### config.mk
export PLATFORM = sky130hd
export DESIGN_NAME = sm83_irq_flags
export DESIGN_NICKNAME = d
export VERILOG_FILES = /design/src/rtl/sm83_irq_flags.sv
export SDC_FILE = /design/constraint.sdc
export NUM_CORES = 1
export LEC_CHECK = 0
export CAP_MARGIN = 10
export CORE_MARGIN = 3
export CORE_UTILIZATION = 34
export DETAILED_ROUTE_END_ITERATION = 7
export PLACE_DENSITY = 0.74
export SLEW_MARGIN = 20
export SYNTH_ARGS = -nofsm -noshare
export SYNTH_HDL_FRONTEND = slang
export SYNTH_SLANG_ARGS = --single-unit
### constraint.sdc
create_clock -name clk -period 1 [get_ports clk]
set_input_delay 0.2 -clock clk [delete_from_list [all_inputs] [get_ports clk]]
set_output_delay 0.2 -clock clk [all_outputs]
set_load 0.02 [all_outputs]
### src/rtl/sm83_irq_flags.sv
`default_nettype none
// ============================================================================
// Module      : sm83_irq_flags
// Description : Interrupt-flag register (IF, 0xFF0F). Latches rising edges of
//               the peripheral request lines as sticky flags, presents them to
//               the CPU core as irq[7:0], clears them on the one-hot iack from
//               the core, and gives the CPU read/write access at 0xFF0F.
//               A sticky per-source overflow bit records requests that
//               arrived while the same flag was still pending.
// Config      : INT_SRC_SYNC_EN - when defined, each src_req bit passes through
//               a 2-flop synchronizer before edge detection (3-cycle latency);
//               when undefined, src_req is taken as synchronous (1 cycle).
// Ports       : clk      - system clock, all state updates on posedge
//               reset_n  - asynchronous active-low reset
//               src_req  - peripheral request levels (rising edge = request)
//               irq      - pending flags to CPU, upper unimplemented bits 0
//               iack     - one-hot acknowledge pulse from CPU, clears flag
//               if_din   - CPU write data for 0xFF0F
//               if_we    - CPU write strobe (1 cycle)
//               if_dout  - CPU read data {UNUSED_RD fill, flags}
//               ovf      - sticky lost-request status, cleared by any write
// Revision    : 1.0 - initial release
// ============================================================================
module sm83_irq_flags #(
   parameter int   N_SRC     = 5,
   parameter logic UNUSED_RD = 1'b1
) (
   input  logic             clk,
   input  logic             reset_n,
   input  logic [N_SRC-1:0] src_req,
   output logic [7:0]       irq,
   input  logic [7:0]       iack,
   input  logic [7:0]       if_din,
   input  logic             if_we,
   output logic [7:0]       if_dout,
   output logic [N_SRC-1:0] ovf
);

   logic [N_SRC-1:0] w_src_s;
   logic [N_SRC-1:0] w_set;
   logic [N_SRC-1:0] w_iack;
   logic [N_SRC-1:0] w_base;
   logic [N_SRC-1:0] w_flags_nxt;
   logic [N_SRC-1:0] w_ovf_nxt;

   logic [N_SRC-1:0] r_src_prev;
   logic [N_SRC-1:0] r_flags;
   logic [N_SRC-1:0] r_ovf;

`ifdef INT_SRC_SYNC_EN
   // Two-stage synchronizer per request bit for asynchronous peripherals.
   logic [N_SRC-1:0] r_sync1;
   logic [N_SRC-1:0] r_sync2;

   always_ff @(posedge clk or negedge reset_n) begin
      if (!reset_n) begin
         r_sync1 <= '0;
         r_sync2 <= '0;
      end else begin
         r_sync1 <= src_req;
         r_sync2 <= r_sync1;
      end
   end

   assign w_src_s = r_sync2;
`else
   assign w_src_s = src_req;
`endif

   // Rising-edge detect: a level held high only ever produces one set.
   assign w_set  = w_src_s & ~r_src_prev;
   assign w_iack = iack[N_SRC-1:0];

   // Precedence is hardware set > acknowledge clear > CPU write: the write
   // replaces the base value, iack masks it, and set is OR-ed on top last.
   assign w_base      = if_we ? if_din[N_SRC-1:0] : r_flags;
   assign w_flags_nxt = (w_base & ~w_iack) | w_set;

   // A new edge on a flag that is already pending and not being acknowledged
   // this cycle means one request was merged into another. Recording it wins
   // over the clear-by-write in the same cycle.
   assign w_ovf_nxt = (if_we ? '0 : r_ovf) | (w_set & r_flags & ~w_iack);

   always_ff @(posedge clk or negedge reset_n) begin
      if (!reset_n) begin
         r_src_prev <= '0;
         r_flags    <= '0;
         r_ovf      <= '0;
      end else begin
         r_src_prev <= w_src_s;
         r_flags    <= w_flags_nxt;
         r_ovf      <= w_ovf_nxt;
      end
   end

   assign ovf = r_ovf;

   // Outputs come straight from registers; no combinational path from inputs.
   generate
      if (N_SRC == 8) begin : g_full
         assign irq     = r_flags;
         assign if_dout = r_flags;
      end else begin : g_partial
         assign irq     = {{(8 - N_SRC){1'b0}}, r_flags};
         assign if_dout = {{(8 - N_SRC){UNUSED_RD}}, r_flags};

         // Upper write-data and acknowledge bits have no flag behind them.
         logic w_unused_hi;
         assign w_unused_hi = ^{if_din[7:N_SRC], iack[7:N_SRC]};
      end
   endgenerate

endmodule
`default_nettype wire

Word level (Yosys, flattened, before mapping)
Index checks and enable logic that the tools add are counted.

Bits in registers: 15. Latch bits: 0. Memory bits (writable): 0. Bits in read-only memories: 0. Output and inout bits: 21. Memories kept: 0.

Add/subtract/negate cells: 0. Multiply operators: 0. Div/mod/pow operators: 0. Magnitude comparators: 0. Equal/unequal tests: 0. Shifts and indexed selects: 0. Muxes and demuxes: 2. Bitwise operators: 8. Reductions and logical operators: 0.

Operators with widths (number): 5-bit AND (4); 5-bit 2-to-1 mux (2); 5-bit inverter (2); 5-bit OR (2).

Longest topological paths before layout
Word-level depth: 5. Gate-level depth with buffers: 3. Depth with buffers taken out: 2.

Worst setup path before layout
No wires, ideal clock.

Path kind: reg2reg. Start point: register r_flags[0]. End point: register r_ovf[0] (netlist: ovf[0]). Setup time: 0.101 ns. Arrival: 0.759 ns. Required time: 0.899 ns. Path slack: 0.141 ns. Stages on the path, launching flop included: 3. Buffers on the path: 0. Period minus slack after synthesis: 0.859 ns. Cell sequence: dfrtp_1 -> inv_1 -> o32ai_1.

Longest elaborated chain between the ends: 3.

Ends and longest elaborated chain: start: declaration (line 47) `logic [N_SRC-1:0] r_flags;`; start signal: assignment (line 91) `r_flags <= w_flags_nxt;`; 5-bit AND (2 in series) (line 82) `assign w_ovf_nxt = (if_we ? '0 : r_ovf) | (w_set & r_flags & ~w_iack);`; 5-bit OR (line 82); via w_ovf_nxt[0] (line 44) `logic [N_SRC-1:0] w_ovf_nxt;`; end signal: assignment (line 92) `r_ovf <= w_ovf_nxt;`; end: declaration (line 48) `logic [N_SRC-1:0] r_ovf;`.

The timed path passes the listed nets, and every way through them passes these cells.

Final worst setup path
Start point: register r_flags[2]. End point: output port irq[2].

RTL lines: end: declaration (line 31) `output logic [7:0] irq,`.

No word-level cell between the ends.

==> results.py <==
metrics = {
    "grt": {
        "grt_pass1_wl_microns": 2330,
        "gr-total-overflow": 0,
        "grt_pass1_vias": 543,
        "grt_max_degree": 16,
        "grt_usage_pct": 12.1,
        "antenna_found_initial": 0,
    },
    "synth": {
        "synth-seq-area-share_pct": 56.5,
        "yosys-top-cells-area": "dfrtp_1 56%, buf_4 12%, mux2i_1 7.5%, o32ai_1 6.6%, inv_1 5.6%",
        "ys.warnings.count": 0,
        "yosys.area.top_type": "dfrtp_1",
        "synth_seq_cells": 15,
        "avgSynthCellArea_sq_um": 11.3,
        "syn_area_sq_um": 664,
        "syn-instance-count": 59,
        "yosysTopAreaCellShare_pct": 56.5,
        "synth.distinct_cells": 9,
    },
    "die": {
        "die_area_sq_um": 2520,
        "row_count": 15,
        "initial_utilization_pct": 37.3,
        "core-area_sq_um": 1780,
        "fp.dieH_microns": 50.2,
        "die_x_microns": 50.2,
        "io_pins": 45,
    },
    "clock_tree": {
        "htreeDepth": 1,
        "clk_pin_slew_ps": 80,
        "clkLatencyLatePin_ps": 270,
        "cts_sinks": 15,
        "cts_hold_buf": 0,
        "cts_root_buf": "clkbuf_4",
        "numCtsBuffers": 3,
        "cts_buffer_depth": 2,
        "cts_tree": "yes",
    },
    "finish": {
        "nets": 121,
        "stdcell_count": 121,
        "areaGrowthSynthToFinish_pct": 62.0,
        "antenna-diode-count": 0,
        "final_cell_mix": "16 x clkdlybuf4s50_1, 15 x dfrtp_1, 11 x buf_6, 10 x inv_1, 9 x buf_4",
        "drive_above_1_share_pct": 33.3,
        "design_area_sq_um": 1080,
        "final_common_cell": "clkdlybuf4s50_1",
    },
    "worst_setup_path": {
        "max_stage_delay_ps": 420,
        "critPathTopFamily": "flip-flops",
        "path_buf_inv": 1,
        "reg2reg_from": "r_flags[2]",
        "crit_required_ps": 800,
        "cp.arrival_ps": 840,
        "reg2reg_to": "ovf[2]",
        "end_kind": "output pin",
        "crit_type": "flip-flop to output pin",
        "crit_path_max_fanout": 3,
        "reg2reg_slack_ps": 70,
        "slowest_stage": "dfrtp_1",
        "worstPathCellList": "buf_6",
        "crit_path_start_kind": "flip-flop",
        "reg2regPathDepth": 3,
    },
    "sta": {
        "setup_viol": 11,
        "worst_slack_ps": -37.7,
        "hold_viol": 0,
        "max_freq_ghz": 0.964,
        "min_period_ps": 1040,
        "rsz0062_at_grt": "yes",
        "fin_crit_sh_pct": 104,
        "finalClockSkew_ps": 2.81,
        "drv_slew": 0,
    },
    "place": {
        "port_buffers": 32,
        "placed_cell_area_sq_um": 1010,
        "dp.cells": 116,
        "gp_congestion": 0.648,
        "dpl.hpwl_microns": 1110,
        "place_ws_ps": -272,
    },
    "min_path": {
        "hp-class": "input port to async pin",
    },
    "drt": {
        "ant_nets": 0,
        "drt_wl_total_microns": 1440,
        "wl_met3_microns": 178,
        "met1_length_microns": 553,
        "wire_per_inst_microns": 11.9,
        "dr.first_iter.drc_count": 10,
        "routed.top_layer": "met3",
        "via_per_inst": 4.35,
        "dr_wl_met2_microns": 709,
        "first_pass_iters": 3,
        "drc_errors": 0,
        "num_vias": 526,
    },
    "run": {
        "cap_viol_max_count": 0,
    },
    "status": {
        "outcome": "complete, but fails checks",
        "violations": "negative setup slack",
    },
    "power_and_ir_drop": {
        "p_leak_uw": 0.000517,
        "irDropWorstVdd_mv": 0.664,
        "power.density_nw_per_um2": 1300,
    },
}
cell usage after synthesis (all sizes together):
library cell / number
nand2b: 5
buf: 12
dfrtp: 15
mux2i: 5
o21ai: 5
inv: 10
o32ai: 5
conb: 2
area by class of cell:
type	count	area, sq um
fillers	157	707
repair buffers	41	399
flip-flops and latches	15	375
multi-input cells	26	206
inverters	10	37.5
well taps	25	31.3
clock buffers	4	26.3
layer usage:
metal  vias up  track usage [%]
met3         0             5.64
met1       252             12.3
met5         -                0
met4         0             2.76
met2        25             22.2
li1        249                -
power by group:
part	leakage (uW)	switching, uW	internal [uW]
combinational	0.000316	187	212
clock	0.0000150	171	154
sequential	0.000186	28.3	647
through the flow:
step           hold slack, ps  util (%)  total power, uW  setup TNS, ps
2_1_floorplan           -95.6         -              872              0
3_3_place_gp              504      56.6             1060          -3780
3_5_place_dp              516      56.6             1070          -4170
4_1_cts                   240      56.8             1390           -462
5_1_grt                   263      60.4             1480           -970
6_report                  243      60.4             1400           -293
flip-flops by register name, indices dropped and copies added, names as in the netlist:
register    flops
r_flags         5
r_src_prev      5
ovf             5
cells by family after synthesis:
| family | Yosys count | synth area share [%] |
|---|---|---|
| AO/OA/AOI/OAI | 10 | 10.4 |
| AND/OR/NAND/NOR | 5 | 4.71 |
| flip-flops | 15 | 56.5 |
| other | 2 | 1.13 |
| buffers and inverters | 22 | 19.8 |
| multiplexers | 5 | 7.53 |
repair_timing:
item / 4_1_cts / 5_1_grt
setup endpoints to repair: 15 / 19
resized for setup: 74 / 15
setup buffers: 1 / 1
pin swaps: 0 / 1
worst max-delay path by stage:
stage	startpoint	endpoint	depth (start not counted)
final	r_flags[2]	irq[2]	1
after global routing	r_flags[2]	irq[2]	1
after CTS	r_flags[2]	irq[2]	1
after detailed placement	if_we	r_flags[4]	4
after global placement	if_we	r_flags[2]	4
after floorplan	r_flags[0]	ovf[0]	2
(Power assumes the default switching activity.)
